`config.mk`:
```
export PLATFORM = sky130hd
export DESIGN_NAME = clock_divider_mc
export DESIGN_NICKNAME = d
export VERILOG_FILES = /design/src/rtl/clock_divider_pkg.sv /design/src/rtl/clock_divider_ch.sv /design/src/rtl/clock_divider_mc.sv
export SDC_FILE = /design/constraint.sdc
export NUM_CORES = 2
export LEC_CHECK = 0
export CAP_MARGIN = 15
export CORE_MARGIN = 10
export CORE_UTILIZATION = 60
export CTS_CLUSTER_DIAMETER = 40
export DETAILED_ROUTE_END_ITERATION = 8
export PLACE_DENSITY = 0.77
export SLEW_MARGIN = 30
export SYNTH_ARGS = -nofsm -noshare
export SYNTH_HDL_FRONTEND = slang
export SYNTH_HIERARCHICAL = 1
export SYNTH_SLANG_ARGS = --single-unit
export TNS_END_PERCENT = 1
```
`constraint.sdc`:
```
create_clock -name clock -period 8.8 [get_ports clock]
set_input_delay 1.76 -clock clock [delete_from_list [all_inputs] [get_ports clock]]
set_output_delay 1.76 -clock clock [all_outputs]
set_load 0.02 [all_outputs]
```
`src/rtl/clock_divider_pkg.sv`:
```
// rtl/clock_divider_pkg.sv - shared types, constants and helpers for the multi-channel clock divider
package clock_divider_pkg;

    localparam int MIN_PERIOD = 2;

    // Configuration values are widened to this before validation so one helper serves any WIDTH.
    localparam int CFG_MAX_W = 64;

    typedef enum logic {
        CH_IDLE = 1'b0,
        CH_RUN  = 1'b1
    } ch_state_t;

    function automatic int ch_width(input int num_ch);
        return (num_ch > 1) ? $clog2(num_ch) : 1;
    endfunction

    function automatic logic cfg_is_valid(
        input logic [CFG_MAX_W-1:0] period,
        input logic [CFG_MAX_W-1:0] high
    );
        return (period >= CFG_MAX_W'(MIN_PERIOD)) && (high != '0) && (high < period);
    endfunction

endpackage

```
`src/rtl/clock_divider_ch.sv`:
```
// rtl/clock_divider_ch.sv - one divider channel: counter, active/pending config and output flops
module clock_divider_ch
    import clock_divider_pkg::*;
#(
    parameter int WIDTH          = 26,
    parameter int DEFAULT_PERIOD = 50000000
) (
    input  logic             clock,
    input  logic             reset,
    input  logic             enable,
    input  logic             load,
    input  logic [WIDTH-1:0] cfg_period,
    input  logic [WIDTH-1:0] cfg_high,
    output logic             pending,
    output logic             new_clock,
    output logic             tick
);

    localparam logic [WIDTH-1:0] RST_PERIOD = WIDTH'(DEFAULT_PERIOD);
    localparam logic [WIDTH-1:0] RST_HIGH   = WIDTH'(DEFAULT_PERIOD / 2);

    ch_state_t        state;
    ch_state_t        state_nxt;
    logic [WIDTH-1:0] count;
    logic [WIDTH-1:0] count_nxt;
    logic [WIDTH-1:0] act_p;
    logic [WIDTH-1:0] act_h;
    logic [WIDTH-1:0] act_p_nxt;
    logic [WIDTH-1:0] act_h_nxt;
    logic [WIDTH-1:0] pend_p;
    logic [WIDTH-1:0] pend_h;
    logic             pending_nxt;
    logic             new_clock_nxt;
    logic             tick_nxt;
    logic             wrap;
    logic             apply;

    // Outputs are registered from the next-cycle count so they line up with the count they describe.
    always_comb begin
        state_nxt     = CH_IDLE;
        count_nxt     = '0;
        tick_nxt      = 1'b0;
        new_clock_nxt = 1'b0;

        wrap  = (state == CH_RUN) && (count == act_p - WIDTH'(1));
        // An idle channel has no period in flight, so a pending value can land immediately.
        apply = pending && ((state == CH_IDLE) || (enable && wrap));

        act_p_nxt = apply ? pend_p : act_p;
        act_h_nxt = apply ? pend_h : act_h;

        if (enable) begin
            state_nxt = CH_RUN;
            if ((state == CH_IDLE) || wrap) begin
                count_nxt = '0;
                tick_nxt  = 1'b1;
            end else begin
                count_nxt = count + WIDTH'(1);
            end
            new_clock_nxt = (count_nxt >= (act_p_nxt - act_h_nxt));
        end

        pending_nxt = load | (pending & ~apply);
    end

    always_ff @(posedge clock) begin
        if (reset) begin
            state     <= CH_IDLE;
            count     <= '0;
            act_p     <= RST_PERIOD;
            act_h     <= RST_HIGH;
            pend_p    <= RST_PERIOD;
            pend_h    <= RST_HIGH;
            pending   <= 1'b0;
            new_clock <= 1'b0;
            tick      <= 1'b0;
        end else begin
            state     <= state_nxt;
            count     <= count_nxt;
            act_p     <= act_p_nxt;
            act_h     <= act_h_nxt;
            pending   <= pending_nxt;
            new_clock <= new_clock_nxt;
            tick      <= tick_nxt;
            if (load) begin
                pend_p <= cfg_period;
                pend_h <= cfg_high;
            end
        end
    end

endmodule

```
`src/rtl/clock_divider_mc.sv`:
```
// rtl/clock_divider_mc.sv - multi-channel programmable clock/tick generator top
module clock_divider_mc
    import clock_divider_pkg::*;
#(
    parameter int  NUM_CH         = 4,
    parameter int  WIDTH          = 26,
    parameter int  DEFAULT_PERIOD = 50000000,
    localparam int CH_W           = ch_width(NUM_CH)
) (
    input  logic              clock,
    input  logic              reset,
    input  logic [NUM_CH-1:0] ch_enable,
    input  logic              cfg_we,
    input  logic [CH_W-1:0]   cfg_ch,
    input  logic [WIDTH-1:0]  cfg_period,
    input  logic [WIDTH-1:0]  cfg_high,
    output logic              cfg_err,
    output logic [NUM_CH-1:0] cfg_pending,
    output logic [NUM_CH-1:0] new_clock,
    output logic [NUM_CH-1:0] tick
);

    logic              cfg_ok;
    logic [NUM_CH-1:0] load;

    // Channel range matters when NUM_CH is not a power of two and cfg_ch can name a missing channel.
    always_comb begin
        cfg_ok = cfg_is_valid(CFG_MAX_W'(cfg_period), CFG_MAX_W'(cfg_high))
                 && (int'(cfg_ch) < NUM_CH);
    end

    for (genvar i = 0; i < NUM_CH; i++) begin : g_ch
        assign load[i] = cfg_we && cfg_ok && (int'(cfg_ch) == i);

        clock_divider_ch #(
            .WIDTH          (WIDTH),
            .DEFAULT_PERIOD (DEFAULT_PERIOD)
        ) u_ch (
            .clock      (clock),
            .reset      (reset),
            .enable     (ch_enable[i]),
            .load       (load[i]),
            .cfg_period (cfg_period),
            .cfg_high   (cfg_high),
            .pending    (cfg_pending[i]),
            .new_clock  (new_clock[i]),
            .tick       (tick[i])
        );
    end

    always_ff @(posedge clock) begin
        if (reset) begin
            cfg_err <= 1'b0;
        end else begin
            cfg_err <= cfg_we && !cfg_ok;
        end
    end

endmodule

```
# Word level (Yosys, flattened, before mapping)
# Cells that the tools add are included.
[classes]
order_cmp = 6
add_sub_neg = 12
bitwise = 20
eq_ne = 7
reduce_logical = 35
n_mux = 24
[op_table]
columns = ["cell", "n"]
rows = [
  ["2-to-1 mux 26 bit", 16],
  ["adder 26 x 1 -> 26 bit, second input constant", 4],
  ["equality test 26 bit", 4],
  ["greater-or-equal comparator 26 bit", 4],
  ["subtractor 26 x 1 -> 26 bit, second input constant", 4],
  ["subtractor 26 bit", 4],
  ["greater-or-equal comparator 26 x 2 -> 1 bit, second input constant", 1],
  ["< comparator 26 bit", 1],
  ["nonzero test 26 bit", 1],
  ["logical AND 1 bit", 20],
  ["inverter 1 bit", 12],
  ["logical OR 1 bit", 8],
  ["2-to-1 mux 1 bit", 8],
  ["OR reduction 2 bit", 4],
  ["bitwise AND 1 bit", 4],
  ["equality test 2 bit, second input constant", 2],
  ["bitwise OR 1 bit", 4],
  ["equality test 2 x 1 -> 1 bit, second input constant", 1],
  ["logical NOT 2 bit", 1],
  ["logical NOT 1 bit", 1],
]
[totals]
regBits = 537
wordCells = 141
output_inout_bits = 13

# Longest topological paths before layout
[depth]
word_depth = 9
ltp_mapped = 34

# Hierarchy
# The synthesis kept the hierarchy.
[modules_own_cells]
columns = ["mod", "area_per_inst_um2", "n_inst", "cells_per_inst", "seq_area_each_um2"]
rows = [
  ["clock_divider_ch (g_ch[1].u_ch ...)", 7724.9, 2, 848, 2682.6],
  ["clock_divider_ch (g_ch[3].u_ch)", 7901.3, 1, 868, 2682.6],
  ["clock_divider_ch (g_ch[0].u_ch)", 7727.4, 1, 855, 2682.6],
  ["clock_divider_mc", 870.8, 1, 118, 20.0],
]

# Worst setup path before layout
# OpenSTA, ideal clock, no wires.
[synth_timing]
kind = "register to register"
from = "register g_ch[0].u_ch.act_p[12]"
to = "register g_ch[0].u_ch.new_clock"
setup_time_ns = 0.132
stages_incl_launch_ff = 29
n_path_buf = 1
setup_slack_ns = 2.515
t_arrival_ns = 6.153
required_ns = 8.668
path_cell_list = "dfxtp_1 or4_4 or4_4 or3_1 a21o_1 a31oi_1 nor4_2 a41oi_4 buf_6 mux2_2 ha_1 a2111o_1 o21a_1 o31a_1 nand2_1 o21ai_0 a21o_1 a21oi_1 xor2_1 ha_1 a21o_1 a21oi_1 nor2b_1 o21ai_0 nand2b_1 a21oi_1 nor2b_1 o21ai_0 a311oi_1"
[synth_between]
elab_chain_len = 9
word_cells_on_any_way = 13
classes_between = "add/sub (2); order compare (1); eq/ne (1); mux (4); reduce/logical (5)"
[synth_rtl]
columns = ["item", "line", "text"]
rows = [
  ["start, declared", "clock_divider_ch.sv:26", "logic [WIDTH-1:0] act_p;"],
  ["start signal, assigned", "clock_divider_ch.sv:80", "act_p <= act_p_nxt;"],
  ["subtractor 26 x 1 -> 26 bit", "clock_divider_ch.sv:45", "wrap = (state == CH_RUN) && (count == act_p - WIDTH'(1));"],
  ["equality test 26 bit", "clock_divider_ch.sv:45", ""],
  ["logical AND 1 bit", "clock_divider_ch.sv:45", ""],
  ["logical AND 1 bit", "clock_divider_ch.sv:47", "apply = pending && ((state == CH_IDLE) || (enable && wrap));"],
  ["logical OR 1 bit", "clock_divider_ch.sv:47", ""],
  ["logical AND 1 bit", "clock_divider_ch.sv:47", ""],
  ["2-to-1 mux 26 bit", "clock_divider_ch.sv:49", "act_p_nxt = apply ? pend_p : act_p;"],
  ["via g_ch[0].u_ch.act_p_nxt[6]", "clock_divider_ch.sv:28", "logic [WIDTH-1:0] act_p_nxt;"],
  ["subtractor 26 bit", "clock_divider_ch.sv:60", "new_clock_nxt = (count_nxt >= (act_p_nxt - act_h_nxt));"],
  ["greater-or-equal comparator 26 bit", "clock_divider_ch.sv:60", ""],
  ["end signal, assigned", "clock_divider_ch.sv:83", "new_clock <= new_clock_nxt;"],
  ["end, declared", "clock_divider_ch.sv:15", "output logic new_clock,"],
]
# The timed path passes the listed nets, and every way through them passes these cells. The select of a mux whose other input is x is not followed.
# A chain may end at the register's enable or synchronous reset.

# Worst setup path after layout
[layout_timing]
from = "register g_ch[1].u_ch.act_p[8]"
to = "register g_ch[1].u_ch.new_clock"
[layout_between]
elab_chain_len = 9
word_cells_on_any_way = 13
classes_between = "add/sub (2); order compare (1); eq/ne (1); mux (4); reduce/logical (5)"
[layout_rtl]
columns = ["item", "line"]
rows = [
  ["start, declared", "clock_divider_ch.sv:26"],
  ["start signal, assigned", "clock_divider_ch.sv:80"],
  ["subtractor 26 x 1 -> 26 bit", "clock_divider_ch.sv:45"],
  ["equality test 26 bit", "clock_divider_ch.sv:45"],
  ["logical AND 1 bit", "clock_divider_ch.sv:45"],
  ["logical AND 1 bit", "clock_divider_ch.sv:47"],
  ["logical OR 1 bit", "clock_divider_ch.sv:47"],
  ["logical AND 1 bit", "clock_divider_ch.sv:47"],
  ["2-to-1 mux 26 bit", "clock_divider_ch.sv:49"],
  ["via g_ch[1].u_ch.act_p_nxt[1]", "clock_divider_ch.sv:28"],
  ["subtractor 26 bit", "clock_divider_ch.sv:60"],
  ["greater-or-equal comparator 26 bit", "clock_divider_ch.sv:60"],
  ["end signal, assigned", "clock_divider_ch.sv:83"],
  ["end, declared", "clock_divider_ch.sv:15"],
]
# The timed path passes the listed nets, and every way through them passes these cells. The select of a mux whose other input is x is not followed.

==> qor.yml <==
outcome: "complete, no violations"
die_area_um2: 62900
synthTopCellsByArea: "dfxtp_1 34%, ha_1 9.3%, mux2i_1 8.5%"
cts_max_path_buffers: 3
finish.net_count: 3888
drv_cap: 0
pre_cts_ws_ps: 1430
synth_edf_count: 0
drc_errors: 0
coreArea_um2: 52700
synth_fp_nets: 3839
hold_viol: 0
vias_per_cell: 5.94
clk_latency_ps: 630
cp_slowest_stage_delay_ps: 920
chipWidth_um: 251
final_layout_size_suffix_gt1_share_pct: 9.38
cts_tree: "built"
seq_area_frac_synth_pct: 33.6
holdBufCountCts: 0
avgSynthCellArea_um2: 9.03
layout_common_cells: "537 x dfxtp_1, 460 x nor2_1, 271 x mux2i_1, 237 x ha_1, 188 x nand2_1"
finalSetupTns_ps: 0
p_int_mw: 4.58
p_switching_mw: 1.57
cts_resized: 0
grt_max_degree: 79
max_slew_margin_pct: 34.5
fillCellCount: 4155
critical_path.max_fanout: 15
fin_crit_ps: 7520
io_buffers: 73
yosys.area.top_type_share_pct: 33.6
ys.flop_type: "dfxtp_1"
grtUsageTotal_pct: 25.7
leakage_nw: 14.4
syn_area_um2: 31900
ys_types: 90
finalMaxSlewViolations: 0
finalCritPeriodShare_pct: 85.4
setup_viol: 0
num_io_pins: 74
mostFrequentLayoutCell: "dfxtp_1"
clk_pin_slew_worst_paths_ps: 60
ys_async_sr_fraction_pct: 0
worst_setup_path_end_kind: "register"
power_frac_comb_pct: 5.9
rsz0062_at_grt: "no"
worstPathArrival_ps: 8000
routed_wirelength_um: 83700
place_hpwl_um: 59000
crit_required_ps: 9290
yosysWarnings: 6
first_pass_iters: 5
drtIter0Drc: 1942
clkPwrFrac_pct: 53.6
start_kind: "register"
ys_ff_latch: 537
gp_congestion: 0.939
antenna_found_initial: 0
initial_core_util_pct: 60.7
worst_slack_ps: 1280
placed_area_um2: 33200
overflow: 0
timing.fmax_mhz: 133
ant_nets: 0
vias: 25786
synthCells: 3537
seqPwrFrac_pct: 40.6
diodes: 0
design_area_um2: 36000
worst_slew_pin_slew_ps: 982
power_density_nw_per_um2: 171
cts_buffers: 82
wire_per_inst_um: 19.3
ir_drop_mv: 0.131
rows: 84
rrSetupSlack_ps: 1280
post-cts-setup-buffers: 0
clkSinkCount: 537
clock_skew_ps: 19.7
grt_pass1_vias: 24246
chipHeight_um: 251
p_sw_share_pct: 25.5
grt_pass1_wl_um: 133000
hold_path_class: "register to register"
synth_top_cell_by_area: "dfxtp_1"
critPathKind: "register to register"
area_growth_pct: 12.8
critPathSlowestCell: "o32ai_4"
cts-root-buf: "clkbuf_16"
htreeDepth: 3
-- worst max-delay path, delay by kind of cell, from the launching register on --
family / cells / cell delay (ps)
AOI/OAI and AO/OA: 18 / 4160
adders and majority gates: 2 / 590
buffers and inverters: 1 / 90
DFF: 1 / 400
muxes: 1 / 430
and+or+nand+nor: 7 / 1700
-- through the flow --
stage | utilization, % | hold slack, ps | instances | power [mW]
detailed placement | 63.0 | 460 | 4188 | 2.90
CTS | 68.4 | 480 | 4341 | 6.19
floorplan | - | 437 | 3537 | 2.76
global placement | 63.0 | 451 | 4187 | 2.89
global route | 68.4 | 499 | 4343 | 6.33
finish | 68.4 | 475 | 4343 | 6.16
-- area by class of cell --
cell class	count	area, um^2	area share [%]
Clock buffer	96	2270	6.30
Clock inverter	57	548	1.52
Inverter	98	368	1.02
Multi-Input combinational cell	2755	20200	55.9
Sequential cell	537	10800	29.8
Tap cell	688	861	2.39
Timing Repair Buffer	112	1080	3.01
-- final timing paths --
kind | start | to | depth (start not counted)
max | g_ch[1].u_ch/act_p[8] | g_ch[1].u_ch/new_clock | 29
min | g_ch[3].u_ch/pend_p[12] | g_ch[3].u_ch/pend_p[12] | 2
max reg2reg | g_ch[1].u_ch/act_p[8] | g_ch[1].u_ch/new_clock | 29
min reg2reg | g_ch[3].u_ch/pend_p[12] | g_ch[3].u_ch/pend_p[12] | 2
-- power by group through the flow --
| stage | combinational (mW) | clock, mW | sequential, mW |
|---|---|---|---|
| 6_report | 0.363 | 3.30 | 2.50 |
| 3_5_place_dp | 0.352 | 0 | 2.55 |
| 3_3_place_gp | 0.347 | 0 | 2.55 |
| 5_1_grt | 0.389 | 3.44 | 2.50 |
| 2_1_floorplan | 0.219 | 0 | 2.54 |
| 4_1_cts | 0.354 | 3.34 | 2.50 |
-- cells in the mapped netlist, types with 8 or more instances --
cell type and count:
o22ai_1 9, mux2_2 45, mux2i_1 271, o21ai_0 81, or4_4 8, buf_1 29, or2_2 23, or2_1 14
a211oi_1 14, xor2_1 159, ha_1 237, nor4_1 38, or3_1 15, mux2_1 30, o211ai_1 21, nand3_1 72
or4_1 18, nand2b_1 87, buf_6 12, inv_1 98, a21oi_1 109, nor2_1 460, and4_1 12, a211o_1 58
and2_1 33, buf_2 9, nor2b_1 121, o31ai_1 9, clkbuf_1 87, mux2i_2 11, nand3b_1 12, nand2_1 189
o21bai_1 10, nor3_1 86, a21o_1 59, nor4_2 13, o21a_1 26, a31oi_1 15, nand4_1 77, mux2_4 21
and3_1 25, xnor2_1 150, dfxtp_1 537
-- routing by layer --
metal	track usage (%)	wire [um]	share of wire (%)	vias up
li1	-	-	-	12673
met1	35.9	39300	47	12142
met2	39.5	36300	43	779
met3	3.09	4910	5.9	192
met4	10.3	3120	3.7	0
met5	0	0	0	-
-- sequential cells by signal, indices dropped and copies added (netlist names) --
| signal | flops |
|---|---|
| g_ch.u_ch/act_p | 104 |
| g_ch.u_ch/new_clock | 4 |
| g_ch.u_ch/count | 104 |
| g_ch.u_ch/pend_p | 104 |
| g_ch.u_ch/pend_h | 104 |
| g_ch.u_ch/act_h | 104 |
| cfg_err | 1 |
| g_ch.u_ch/pending | 4 |
| g_ch.u_ch/tick | 4 |
| g_ch.u_ch/state | 4 |
-- cell families (layout without fill, tap and decap cells) --
logic type      Yosys count  in the layout  share of synthesized area, %
simple gates           1336           1336                          21.5
flops                   537            537                          33.6
compound gates          491            491                          10.7
mux                     378            378                          12.6
xor+xnor                309            309                          8.47
buf+inv                 245            363                          3.53
fa+ha+maj               241            241                          9.53
(Power assumes the default switching activity.)
